### src/rtl/lfsr_num_pkg.sv
// Shared types and constants for the LFSR number bank.
// Mode and step-FSM encodings plus the per-channel reset seed.
package lfsr_num_pkg;

  typedef enum logic {
    MODE_FREE = 1'b0,
    MODE_STEP = 1'b1
  } mode_e;

  typedef enum logic [1:0] {
    ST_IDLE,
    ST_STEP,
    ST_ACK
  } step_st_e;

  localparam logic [15:0] DEF_POLY = 16'hB400;
  localparam logic [15:0] DEF_SEED = 16'hACE1;
  localparam logic [15:0] CH_SALT  = 16'h1111;

  // Salted per-channel seed; a zero result would lock up, so fall back.
  function automatic logic [31:0] reset_seed(
    input logic [31:0] seed,
    input int unsigned ch,
    input int unsigned w
  );
    logic [31:0] mask;
    logic [31:0] r;
    mask = (w >= 32) ? '1 : ((32'd1 << w) - 32'd1);
    r    = (seed ^ (ch * {16'd0, CH_SALT})) & mask;
    return (r == '0) ? (seed & mask) : r;
  endfunction

endpackage

### src/rtl/lfsr_galois_cell.sv
// One Galois LFSR channel: advance, seed load, zero-seed substitution.
// A load wins over an advance in the same cycle.
module lfsr_galois_cell
  import lfsr_num_pkg::*;
#(
  parameter int              W    = 16,
  parameter logic [W-1:0]    POLY = W'(DEF_POLY),
  parameter logic [W-1:0]    SEED = W'(DEF_SEED),
  parameter logic [W-1:0]    RST  = W'(DEF_SEED)
) (
  input  logic         clock,
  input  logic         reset,
  input  logic         adv,
  input  logic         ld,
  input  logic [W-1:0] ld_dat,
  output logic [W-1:0] state,
  output logic [W-1:0] nxt
);

  always_comb begin
    nxt = state;
    if (ld)
      nxt = (ld_dat == '0) ? SEED : ld_dat;
    else if (adv)
      nxt = (state >> 1) ^ (state[0] ? POLY : '0);
  end

  always_ff @(posedge clock) begin
    if (reset)
      state <= RST;
    else
      state <= nxt;
  end

endmodule

### src/rtl/lfsr_num_bank.sv
// Multi-channel LFSR number source with prescaler and step handshake.
// Define LFSR_PERIOD_CNT_EN to add the step_cnt_o advance counter.
module lfsr_num_bank
  import lfsr_num_pkg::*;
#(
  parameter int                NUM_CH = 4,
  parameter int                NUM_W  = 7,
  parameter int                LFSR_W = 16,
  parameter logic [LFSR_W-1:0] POLY   = LFSR_W'(DEF_POLY),
  parameter logic [LFSR_W-1:0] SEED   = LFSR_W'(DEF_SEED),
  parameter int                DIV_W  = 8,
  localparam int               CH_W   = (NUM_CH > 1) ? $clog2(NUM_CH) : 1
) (
  input  logic                    clock,
  input  logic                    reset,
  input  logic                    mode_i,
  input  logic [DIV_W-1:0]        div_i,
  input  logic                    lock_i,
  input  logic                    step_req_i,
  output logic                    step_ack_o,
  input  logic                    seed_vld_i,
  output logic                    seed_rdy_o,
  input  logic [CH_W-1:0]         seed_ch_i,
  input  logic [LFSR_W-1:0]       seed_dat_i,
  output logic [NUM_CH*NUM_W-1:0] num_o,
  output logic                    num_vld_o
`ifdef LFSR_PERIOD_CNT_EN
  ,
  output logic [LFSR_W-1:0]       step_cnt_o
`endif
);

  step_st_e                     st;
  logic [DIV_W-1:0]             div_cnt;
  logic                         free_run;
  logic                         free_adv;
  logic                         adv;
  logic                         ld_ok;
  logic [NUM_CH*NUM_W-1:0]      num_nxt;
  logic [NUM_CH*NUM_W-1:0]      num_rst;
  logic [NUM_CH-1:0][LFSR_W-1:0] state;
  logic [NUM_CH-1:0][LFSR_W-1:0] nxt;

  // Mode is only consulted in IDLE, so a mid-handshake change waits.
  assign free_run   = (st == ST_IDLE) && (mode_e'(mode_i) == MODE_FREE);
  assign free_adv   = free_run && (div_cnt == div_i);
  assign adv        = free_adv || (st == ST_STEP);
  assign seed_rdy_o = (st != ST_STEP);
  assign ld_ok      = seed_vld_i && seed_rdy_o;

  for (genvar c = 0; c < NUM_CH; c++) begin : g_ch
    localparam logic [LFSR_W-1:0] RS =
      LFSR_W'(reset_seed(32'(SEED), c, LFSR_W));

    lfsr_galois_cell #(
      .W   (LFSR_W),
      .POLY(POLY),
      .SEED(SEED),
      .RST (RS)
    ) u_cell (
      .clock (clock),
      .reset (reset),
      .adv   (adv),
      .ld    (ld_ok && (32'(seed_ch_i) == c)),
      .ld_dat(seed_dat_i),
      .state (state[c]),
      .nxt   (nxt[c])
    );

    assign num_nxt[c*NUM_W +: NUM_W] = nxt[c][NUM_W-1:0];
    assign num_rst[c*NUM_W +: NUM_W] = RS[NUM_W-1:0];
  end

  always_ff @(posedge clock) begin
    if (reset) begin
      st         <= ST_IDLE;
      div_cnt    <= '0;
      step_ack_o <= 1'b0;
      num_vld_o  <= 1'b0;
      num_o      <= num_rst;
    end else begin
      num_vld_o <= adv && !lock_i;
      if (adv && !lock_i)
        num_o <= num_nxt;

      if (free_run)
        div_cnt <= free_adv ? '0 : div_cnt + 1'b1;
      else
        div_cnt <= '0;

      unique case (st)
        ST_IDLE: begin
          if (mode_e'(mode_i) == MODE_STEP && step_req_i)
            st <= ST_STEP;
        end
        ST_STEP: begin
          st         <= ST_ACK;
          step_ack_o <= 1'b1;
        end
        ST_ACK: begin
          if (!step_req_i) begin
            st         <= ST_IDLE;
            step_ack_o <= 1'b0;
          end
        end
        default: st <= ST_IDLE;
      endcase
    end
  end

`ifdef LFSR_PERIOD_CNT_EN
  logic [LFSR_W-1:0] step_cnt_q;

  always_ff @(posedge clock) begin
    if (reset)
      step_cnt_q <= '0;
    else if (adv)
      step_cnt_q <= step_cnt_q + 1'b1;
  end

  assign step_cnt_o = step_cnt_q;
`endif

endmodule

### config.mk
export PLATFORM = sky130hd
export DESIGN_NAME = lfsr_num_bank
export DESIGN_NICKNAME = d
export VERILOG_FILES = /design/src/rtl/lfsr_num_pkg.sv /design/src/rtl/lfsr_galois_cell.sv /design/src/rtl/lfsr_num_bank.sv
export SDC_FILE = /design/constraint.sdc
export NUM_CORES = 1
export LEC_CHECK = 0
export BUFFER_PORTS_ARGS = -buffer_cell sky130_fd_sc_hd__buf_2
export CAP_MARGIN = 20
export CORE_MARGIN = 5
export CORE_UTILIZATION = 30
export CTS_BUF_LIST = sky130_fd_sc_hd__clkbuf_4 sky130_fd_sc_hd__clkbuf_8
export DETAILED_ROUTE_END_ITERATION = 16
export PLACE_DENSITY = 0.44
export SETUP_SLACK_MARGIN = 0.4
export SYNTH_ARGS = -nofsm -noshare
export SYNTH_HDL_FRONTEND = slang
export SYNTH_SLANG_ARGS = --single-unit
export TNS_END_PERCENT = 50
### constraint.sdc
create_clock -name clock -period 1.96 [get_ports clock]
set_clock_uncertainty 0.1 [all_clocks]
set_input_delay 0.098 -clock clock [delete_from_list [all_inputs] [get_ports clock]]
set_output_delay 0.098 -clock clock [all_outputs]
set_load 0.03 [all_outputs]
* Word level (Yosys, flattened, before mapping)
Index checks and enable logic that the tools add are counted.
Storage, ports and cells: register bits after elaboration 104, bits in latches 0, bits in writable memories 0, ROM bits 0, input bits 32, output and inout port bits 31, word-level logic and storage cells 69, memories kept 0
Cells by class: add/sub/neg operators 1, multiply operators 0, divide/modulo/power cells 0, $lt $le $gt $ge 0, equal/unequal tests 9, shifts and indexed selects 0, multiplexer cells 18, bitwise gates (word level) 6, reductions and logical operators 22
Operators by type and width (count):
- 2-to-1 mux 16 bit | 13
- bitwise XOR 15 x 16 -> 16 bit | 4
- logical NOT 16 bit | 1
- nonzero test 2 bit | 5
- logical AND 1 bit | 9
- adder 8 x 1 -> 8 bit (second input constant) | 1
- == test 8 bit | 1
- == test 2 bit (second input constant) | 3
- one-hot mux 2 bit (3 select lines) | 1
- == test 2 x 1 -> 1 bit (second input constant) | 2
- logical NOT 2 bit | 2
- 2-to-1 mux 2 bit | 2
- != test 2 x 1 -> 1 bit (second input constant) | 2
- AND reduction 2 bit | 2
- OR reduction 3 bit | 1
- != test 2 bit (second input constant) | 1
- NOT 1 bit | 2
- one-hot mux 1 bit (2 select lines) | 1
- logical NOT 1 bit | 1
- logical OR 1 bit | 1
- 2-to-1 mux 1 bit | 1

* Depth between registers and ports, before layout
Gate-level depths: netlist of the first run.
depth in word-level cells 6, mapped depth 9

* Cells and area by module
Synthesis of the first run repeated with hierarchy kept, for this count alone.
Second synthesis, totals: cells, all modules 594, area total of the unflattened synthesis 5609.1 um^2
By module, submodules not included:
- lfsr_num_bank | times used 1, cells each 192, area each 1813.0 um^2
- lfsr_galois_cell (g_ch[2].u_cell) | times used 1, cells each 106, area each 999.7 um^2
- lfsr_galois_cell (g_ch[3].u_cell) | times used 1, cells each 105, area each 967.2 um^2
- lfsr_galois_cell (g_ch[0].u_cell) | times used 1, cells each 94, area each 915.9 um^2
- lfsr_galois_cell (g_ch[1].u_cell) | times used 1, cells each 97, area each 913.4 um^2

* Least setup slack after synthesis of the first run
OpenSTA, ideal clock, no wires.
path type reg2reg, start reg div_cnt[3], end reg g_ch[1].u_cell.state[15], setup time 0.133 ns, arrival 1.549 ns, required time 1.727 ns, slack 0.178 ns, stages on the path, launching flop included 8, cell sequence dfxtp_1 -> xor2_1 -> or2_1 -> o31ai_2 -> buf_4 -> buf_8 -> mux2i_1 -> a22oi_1
Between the ends: cells in the longest elaborated chain, start to end 4
RTL lines:
- start: declaration | RTL line lfsr_num_bank.sv:34 | logic [DIV_W-1:0] div_cnt;
- start signal: assignment | RTL line lfsr_num_bank.sv:87 | div_cnt <= free_adv ? '0 : div_cnt + 1'b1;
- == test 8 bit | RTL line lfsr_num_bank.sv:46 | assign free_adv = free_run && (div_cnt == div_i);
- logical AND 1 bit | RTL line lfsr_num_bank.sv:46
- logical OR 1 bit | RTL line lfsr_num_bank.sv:47 | assign adv = free_adv || (st == ST_STEP);
- nonzero test 2 bit (no line)
- end signal: assignment | RTL line lfsr_galois_cell.sv:32 | state <= nxt;
- end: declaration | RTL line lfsr_galois_cell.sv:16 | output logic [W-1:0] state,
Every way passes these cells. A chain may end at the register's enable or synchronous reset.

* Worst setup path in the final report of the first run
start reg div_cnt[2], end reg g_ch[1].u_cell.state[7]
Same word-level chain as after synthesis.

==> results.toml, run 1 <==
[worst_hold_path]
hold_path_end = "g_ch[2].u_cell.state[15]$_SDFFE_PP1P_"
hold_class = "in2reg"
hold_start = "seed_dat_i[15]"
holdPathStages = 3

[floorplanning]
core_area_um2 = 16470
die_area_um2 = 19290
initial_core_util_pct = 30.27
placementRows = 47
fp.dieH_um = 138.9
fp.dieW_um = 138.9
pin_count = 63

[synthesis]
netlist_area_um2 = 4984
synth_top_area_share_pct = 41.78
synth_area_leaders = "dfxtp_1 42%, nor3_1 6.2%, nor2_1 4.4%"
yosys_warnings = 0
synth_cell_types = 59
synthCells = 578
yosys_register_bits = 104
synth-edff-count = 0
syn-num-nets = 611
syn_area_per_cell_um2 = 8.622
synth_flop_cell = "dfxtp_1"
synth_top_area_cell = "dfxtp_1"
ys_seq_area_share_pct = 41.78
synthArstFlopShare_pct = 0

[status]
status = "complete, but fails checks"
violations = "negative setup slack"

[run]
cap_violations = 0

[place]
gp_congestion = 0.7982
io_buffer_count = 62
place_ws_ps = -185.6
hpwl_um = 12060
placed_cells = 875

[timing]
fin_crit_ps = 1994
rsz0062_at_grt = "true"
worst_pin_slew_ps = 555.9
setup_viol = 3
period_share_pct = 101.7
hold_viol_final = 0
hold_slack_ps = 33.95
fin_ws_ps = -33.70
slew_viol_final = 0
max_freq_mhz = 501.6
slew_headroom_pct = 62.94

[clocking]
clockBufferDepth = 2
cts_max_level = 3
cts_made_buffers = 9
clock_latency_ps = 400
cts_tree = "yes"
cts_root_buf = "clkbuf_8"
clk_pin_slew_worst_paths_ps = 100
clock-sinks = 104

[worst_setup_path]
worstPathRequired_ps = 2110
ff2ff_path_depth = 8
timing.rr.end = "g_ch[1].u_cell.state[7]$_SDFFE_PP1P_"
reg2reg_from = "div_cnt[2]$_SDFF_PP0_"
arrival_ps = 2140
rrSetupSlack_ps = -30
crit_path_end_kind = "flop"
critPathLaunchType = "flop"
critPathMaxFanout = 5
worstSetupPathType = "reg2reg"

[global_route]
gr-usage-met1_pct = 24.94
track_usage_pct = 18.15
grt_overflow = 0
antenna_found_initial = 0
grtUsageMet3_pct = 3.828
grt_pass1_wl_um = 27740
use_met2_pct = 29.15
busiest_layer = "met2"
grt_max_degree = 38
first_global_vias = 4777

[drt]
first_iter_violations = 345
dr.pass1.iters = 5
drc_errors = 0
wirelength_um = 18000
route.vias.total = 4973
ant_nets = 0
avgRoutedWirePerCell_um = 19.25
via_per_inst = 5.319

[cells_and_area]
postLayoutCoreUtil_pct = 44.52
num-fill-cells = 1639
fin_cells = 935
area_delta_synth_final_pct = 47.10
diodes = 0
drive_above_1_share_pct = 41.68
nets = 743

[pwr]
power_leakage_nw = 2.759
ir_worst_vdd_v = 0.0003419
total_power_mw = 4.755
power_density_nw_per_um2 = 648.7
flip-flops by register name, summed over array words and instances (netlist names):
signal	count
num_vld_o	1
num_o	28
st	2
g_ch.u_cell.state	64
step_ack_o	1
div_cnt	8
kinds of logic after synthesis:
group	synth area share [%]
buffers and inverters	6.603
AND/OR/NAND/NOR	24.93
XOR/XNOR	4.569
flip-flops	41.78
adder cells (fa/ha/maj)	0.2510
AO/OA/AOI/OAI	19.23
multiplexers	2.636
routing by layer:
layer	wire, um	part of all wire (%)
met5	0	0
met4	228	1.3
met3	841	4.7
met2	8637	48
met1	8287	46
synth_stat cells (3+ instances only):
library cell / number
o21ai_0: 32
buf_4: 11
xor2_1: 14
buf_2: 17
o32a_1: 11
nand2_1: 46
inv_1: 5
nor4_2: 12
o21ai_1: 4
dfxtp_1: 104
nand3_1: 22
a311oi_1: 12
nor4_1: 9
xnor2_1: 12
and3_1: 5
a2111oi_2: 4
mux2i_1: 12
a21oi_1: 21
clkbuf_1: 18
o22ai_1: 6
buf_6: 4
o31ai_1: 13
a32oi_1: 3
nor3_1: 62
a22oi_1: 9
nand4_1: 9
nor2_1: 59
area by class of cell:
class / count / area (um2) / share of cell area [%]
multi-input combinational: 414 / 3146 / 42.91
tap: 220 / 275.3 / 3.755
clock buffer: 13 / 166.4 / 2.270
clock inverter: 3 / 40.04 / 0.5462
inverter: 7 / 31.28 / 0.4267
timing repair buffer: 174 / 1578 / 21.52
sequential: 104 / 2095 / 28.57
worst max-delay path, stage by stage, from the launching register on:
cell	delay, ps
dfxtp_2	340
xor2_2	150
or2_4	270
o31ai_4	270
buf_4	160
buf_12	140
buf_12	110
mux2i_1	210
a22oi_1	100
worst max-delay path by stage:
stage,start,end,slack (ps),depth (start not counted)
6_report,div_cnt[2]$_SDFF_PP0_,g_ch[1].u_cell.state[7]$_SDFFE_PP1P_,-30,8
5_1_grt,st[0]$_SDFFE_PP0P_,g_ch[1].u_cell.state[7]$_SDFFE_PP1P_,-150,8
3_3_place_gp,div_cnt[5]$_SDFF_PP0_,g_ch[0].u_cell.state[0]$_SDFF_PP1_,-170,6
3_5_place_dp,st[0]$_SDFFE_PP0P_,g_ch[0].u_cell.state[0]$_SDFF_PP1_,-190,6
2_1_floorplan,div_cnt[3]$_SDFF_PP0_,g_ch[1].u_cell.state[15]$_SDFFE_PP1P_,220,7
4_1_cts,div_cnt[3]$_SDFF_PP0_,g_ch[0].u_cell.state[11]$_SDFFE_PP1P_,-40,8
through the flow:
| stage | area [um2] | TNS [ps] |
|---|---|---|
| global placement | 6051 | -298.0 |
| global route | 7331 | -1283 |
| floorplan | 5204 | 0 |
| CTS | 6950 | -220.2 |
| detailed placement | 6051 | -509.5 |
| finish | 7331 | -47.20 |
where the power goes:
| part | internal, mW | switching, mW |
|---|---|---|
| sequential | 2.23 | 0.111 |
| combinational | 0.437 | 0.515 |
| clock | 0.687 | 0.772 |
| total | 3.36 | 1.40 |
repair_timing:
action,in CTS,in global routing
gates cloned,6,2
pin swaps,37,26
endpoints found under the setup margin,102,102
hold endpoints to repair,20,0
hold buffers,11,0
buffers inserted,18,7
resized for setup,70,52
cells in the final DEF (no fill, tap or decap), drive strengths merged, types with 2 or more instances in the layout:
cell         instances
nor3                63
or2                  3
a2111oi              6
a32oi                3
a311oi              12
a22oi                9
a211oi               2
nor4                21
a31oi                2
dlygate4sd3         11
xor2                14
mux2i               12
o21ai               36
xnor2               12
clkbuf              16
nand2               47
inv                  6
o311ai               3
o22a                 2
and2                 4
o22ai                6
nor2b                2
and4                 2
buf                160
and3                 5
clkinv               3
o31ai               14
a21oi               21
o32a                11
nor2                61
nand3               23
nand4                9
dfxtp              104
Power figures use the tool's default switching activity.
==> run 2, diff against run 1 <==
--- a/config.mk
+++ b/config.mk
@@ -11,6 +11,7 @@
 export CORE_UTILIZATION = 30
 export CTS_BUF_LIST = sky130_fd_sc_hd__clkbuf_4 sky130_fd_sc_hd__clkbuf_8
 export DETAILED_ROUTE_END_ITERATION = 16
+export GPL_TIMING_DRIVEN = 0
 export PLACE_DENSITY = 0.44
 export SETUP_SLACK_MARGIN = 0.4
 export SYNTH_ARGS = -nofsm -noshare
==> results.toml, run 2 (same netlist as run 1, synthesis figures left out) <==
[drt]
drc_errors = 0
dr.pass1.iters = 5
avgRoutedWirePerCell_um = 21.47
first_iter_violations = 461
via_per_inst = 5.425
route.vias.total = 5230
ant_nets = 0
wirelength_um = 20690

[cells_and_area]
largest_register_ffs = 64
layout_common_cells = "94 x dfxtp_1, 67 x buf_2, 52 x nor2_1"
regMostFlops = "g_ch.u_cell.state"
largestRegisters = "g_ch.u_cell.state: 64 flops, num_o: 28 flops, div_cnt: 8 flops"
diodes = 0
nets = 772
final_common_cell = "dfxtp_1"
drive_above_1_share_pct = 43.01
area_delta_synth_final_pct = 55.81

[status]
status = "complete, but fails checks"
violations = "negative setup slack"

[worst_setup_path]
worstPathRequired_ps = 2110
crit_slowest_cell = "dfxtp_4"
reg2reg_from = "div_cnt[2]$_SDFF_PP0_"
crit_cells = 8
cpLargestDelayFamily = "buffers and inverters"
crit_top_cell = "buf_12"
path_cells = "xor2_4 -> or2_4 -> o31ai_4 -> buf_6 -> buf_12 -> buf_12 -> mux2i_1 -> a22oi_1"
critPathMaxFanout = 8
critPathLaunchType = "flop"
cp_num_buf_inv = 3
worstSetupPathType = "reg2reg"
crit_path_end_kind = "flop"
cp_slowest_stage_delay_ps = 380
ff2ff_path_depth = 8
startpoint = "div_cnt[2]$_SDFF_PP0_"
arrival_ps = 2250

[global_route]
first_global_vias = 5138
grtUsageMet3_pct = 3.069
gr-usage-met1_pct = 28.99
grt_overflow = 0
use_met2_pct = 33.09
grt_pass1_wl_um = 31060
busiest_layer = "met2"
grt_max_degree = 16
track_usage_pct = 20.83
antenna_found_initial = 0

[floorplanning]
fp.dieH_um = 138.9
pin_count = 63
die_area_um2 = 19290
placementRows = 47
fp.dieW_um = 138.9
core_area_um2 = 16470
initial_core_util_pct = 30.27

[worst_hold_path]
hold_class = "in2reg"
hold_start = "seed_dat_i[9]"
holdPathStages = 3

[clocking]
clock_latency_ps = 400
cts_root_buf = "clkbuf_8"
clock-sinks = 104
cts_max_level = 3
cts_tree = "yes"
clk_pin_slew_worst_paths_ps = 100
cts_made_buffers = 9
clockBufferDepth = 2

[pwr]
p_int_mw = 3.284
switching_share_pct = 31.21
pwr-share-comb_pct = 22.5
p_sw_mw = 1.490
power_density_nw_per_um2 = 614.8
power_leakage_nw = 2.896
p_clk_share_pct = 28.7
p_seq_share_pct = 48.9
ir_worst_vdd_v = 0.0003062

[place]
hpwl_um = 13450
place_ws_ps = -317.5
io_buffer_count = 60
gp_congestion = 0.8570

[timing]
max_freq_mhz = 475.8
rsz0062_at_grt = "true"
slew_headroom_pct = 38.40
fin_ws_ps = -141.5
hold_viol_final = 0
period_share_pct = 107.2
hold_slack_ps = 6.032
slew_viol_final = 0
worst_pin_slew_ps = 915.6
fin_crit_ps = 2102
setup_viol = 20

[run]
cap_violations = 0
==> run 2: repair_timing <==
| action | in CTS | in global routing |
|---|---|---|
| gates cloned | 9 | 2 |
| pin swaps | 82 | 54 |
| buffers inserted | 44 | 16 |
| hold buffers | 18 | 1 |
| setup endpoints to repair | 102 | 102 |
| hold endpoints to repair | 28 | 1 |
| resized for setup | 150 | 54 |
==> run 2: metal layers <==
layer | up-vias | part of all wire (%)
li1 | 2449 | -
met5 | - | 0
met2 | 148 | 47
met4 | 0 | 2.1
met1 | 2605 | 47
met3 | 28 | 4.7
==> run 2: path summary, 6_finish.rpt <==
| check | to | slack (ps) |
|---|---|---|
| hold reg to reg | num_o[19]$_SDFFE_PP0P_ | 380 |
| hold / removal | g_ch[0].u_cell.state[9]$_SDFFE_PP0P_ | 6 |
| setup reg to reg | g_ch[0].u_cell.state[11]$_SDFFE_PP1P_ | -140 |
| setup / recovery | g_ch[0].u_cell.state[11]$_SDFFE_PP1P_ | -140 |
==> run 2: power groups by stage <==
stage | clock, mW | combinational [mW] | sequential [mW]
2_1_floorplan | 0 | 0.463 | 2.39
3_3_place_gp | 0 | 0.732 | 2.37
3_5_place_dp | 0 | 0.738 | 2.37
4_1_cts | 1.39 | 0.977 | 2.33
5_1_grt | 1.50 | 1.14 | 2.35
6_report | 1.37 | 1.07 | 2.33
==> run 2: area by class of cell <==
type,count,area (um2)
timing repair buffer,150,1356
multi-input combinational,414,3308
buffer,53,496.7
sequential,104,2107
inverter,7,33.78
clock inverter,3,15.01
fill,1624,8701
clock buffer,13,172.7
tap,220,275.3
==> run 2: stage by stage <==
step                setup TNS [ps]  std cells  total power, mW  util (%)  area, um2
finish                      -895.5        964            4.774     47.16       7765
global route                 -4275        964            4.983     47.16       7765
CTS                         -865.3        945            4.694     44.49       7326
detailed placement           -8730        858            3.110     35.10       5779
global placement             -9743        858            3.101     35.10       5779
floorplan                        0        578            2.851         -       5204
==> run 2: worst register-to-register path, cell delays in order, from the launching register on <==
cell and delay (ps):
dfxtp_4 380, xor2_4 150, or2_4 260, o31ai_4 310, buf_6 180, buf_12 130, buf_12 130, mux2i_1 230
a22oi_1 90
==> run 3, diff against run 2 <==
--- a/config.mk
+++ b/config.mk
@@ -12,7 +12,7 @@
 export CTS_BUF_LIST = sky130_fd_sc_hd__clkbuf_4 sky130_fd_sc_hd__clkbuf_8
 export DETAILED_ROUTE_END_ITERATION = 16
 export GPL_TIMING_DRIVEN = 0
-export PLACE_DENSITY = 0.44
+export PLACE_DENSITY = 0.46
 export SETUP_SLACK_MARGIN = 0.4
 export SYNTH_ARGS = -nofsm -noshare
 export SYNTH_HDL_FRONTEND = slang
==> results.toml, run 3 (same netlist as run 1, synthesis figures left out) <==
[floorplanning]
fp.dieH_um = 138.9
pin_count = 63
core_area_um2 = 16470
initial_core_util_pct = 30.27
fp.dieW_um = 138.9
die_area_um2 = 19290
placementRows = 47

[drt]
route.vias.total = 5144
dr.pass1.iters = 5
drc_errors = 0
ant_nets = 0
avgRoutedWirePerCell_um = 21.32
wirelength_um = 19970
first_iter_violations = 428
via_per_inst = 5.490

[clocking]
cts_tree = "yes"
cts_root_buf = "clkbuf_8"
cts_made_buffers = 9
clk_pin_slew_worst_paths_ps = 90
cts_max_level = 3
clockBufferDepth = 2
clock_latency_ps = 390
clock-sinks = 104

[status]
status = "complete, but fails checks"
violations = "negative setup slack"

[place]
gp_congestion = 0.8820
hpwl_um = 13370
place_area_um2 = 5779
placed_cells = 858
io_buffer_count = 60

[global_route]
grt_max_degree = 16
grt_pass1_wl_um = 29550
track_usage_pct = 19.76
first_global_vias = 5004
antenna_found_initial = 0
grt_overflow = 0

[timing]
rsz0062_at_grt = "true"
fin_crit_ps = 1982
slew_headroom_pct = 36.33
setup_viol = 9
fin_ws_ps = -22.49
max_freq_mhz = 504.4
worst_pin_slew_ps = 946.3
period_share_pct = 101.1
hold_viol_final = 0
slew_viol_final = 0

[pwr]
p_sw_mw = 1.451
p_seq_share_pct = 50.5
power_leakage_nw = 2.746
switching_share_pct = 31.30
power_density_nw_per_um2 = 618.7
p_int_mw = 3.184
p_clk_share_pct = 27.7
ir_worst_vdd_v = 0.0002999
pwr-share-comb_pct = 21.8

[cells_and_area]
num-fill-cells = 1614
final_common_cell = "dfxtp_1"
largestRegisters = "g_ch.u_cell.state: 64 flops, num_o: 28 flops, div_cnt: 8 flops"
fin_area_um2 = 7491
area_delta_synth_final_pct = 50.31
largest_register_ffs = 64
fin_cells = 937
diodes = 0
regMostFlops = "g_ch.u_cell.state"
drive_above_1_share_pct = 41.70
layout_common_cells = "94 x dfxtp_1, 63 x buf_2, 54 x nor2_1"
nets = 746

[worst_hold_path]
hold_class = "in2reg"

[worst_setup_path]
worstSetupPathType = "reg2reg"
critPathLaunchType = "flop"
crit_path_end_kind = "flop"
critPathMaxFanout = 8
worstPathRequired_ps = 2110
arrival_ps = 2130

[run]
cap_violations = 0
## run 3: changes by cell type in the layout (fill, tap and decap cells not counted), sizes merged
| cell | previous run | this run |
|---|---|---|
| dlygate4sd3 | 19 | 17 |
| clkbuf | 33 | 32 |
| buf | 164 | 139 |
| clkinv | 4 | 5 |
## run 3: cell type report
class | count | area, um2 | area share, %
repair buffers | 124 | 1044 | 13.93
multi-input cells | 414 | 3344 | 44.65
clock buffers | 11 | 151.4 | 2.021
plain buffers | 53 | 518.0 | 6.915
flip-flops and latches | 104 | 2105 | 28.09
well taps | 220 | 275.3 | 3.675
clock inverters | 4 | 20.02 | 0.2672
inverters | 7 | 33.78 | 0.4510
## run 3: metrics by stage
step / total power [mW] / setup TNS (ps) / setup WS (ps) / hold WS, ps / utilization [%]
after floorplan: 2.851 / 0 / 215.1 / 101.6 / -
after global placement: 3.098 / -9199 / -377.8 / 245.4 / 35.10
after detailed placement: 3.108 / -7081 / -262.8 / 256.1 / 35.10
after CTS: 4.530 / -376.5 / -44.35 / 1.861 / 42.20
after global routing: 4.809 / -2255 / -106.2 / 2.683 / 45.49
final: 4.635 / -107.8 / -22.49 / 27.18 / 45.49
## run 3: path summary, 6_finish.rpt
path,cells past startpoint,from,slack (ps),endpoint
setup / recovery,7,st[1]$_SDFFE_PP0P_,-20,g_ch[0].u_cell.state[11]$_SDFFE_PP1P_
hold / removal,3,seed_dat_i[9],30,g_ch[3].u_cell.state[9]$_SDFFE_PP1P_
setup reg to reg,7,st[1]$_SDFFE_PP0P_,-20,g_ch[0].u_cell.state[11]$_SDFFE_PP1P_
hold reg to reg,2,num_o[26]$_SDFFE_PP0P_,370,num_o[26]$_SDFFE_PP0P_
## run 3: timing repair
item | CTS | global route
hold buffers | 17 | 0
pin swaps | 51 | 42
cloned | 5 | 3
endpoints found under the hold margin | 32 | 0
setup buffers | 28 | 11
resized for setup | 128 | 84
setup endpoints to repair | 102 | 102
## run 3: power groups by stage
stage / combinational (mW) / sequential, mW / clock, mW
6_report: 1.01 / 2.34 / 1.28
5_1_grt: 1.07 / 2.36 / 1.38
4_1_cts: 0.900 / 2.33 / 1.30
3_5_place_dp: 0.737 / 2.37 / 0
3_3_place_gp: 0.729 / 2.37 / 0
2_1_floorplan: 0.463 / 2.39 / 0
## run 3: metal layers
metal  GRT usage, %  up-vias  share of wire [%]
li1               -     2403                  -
met1          27.36     2560                 46
met2          31.65      152                 47
met3          2.724       29                4.6
met4          6.900        0                2.6
met5              0        -                  0
## run 3: worst max-delay path: stages, from the launching register on
cell     delay (ps)
dfxtp_4         370
nor3_4          180
nand4_1         220
o31ai_4         370
buf_6           190
buf_12          140
mux2i_1         210
a22oi_1          80
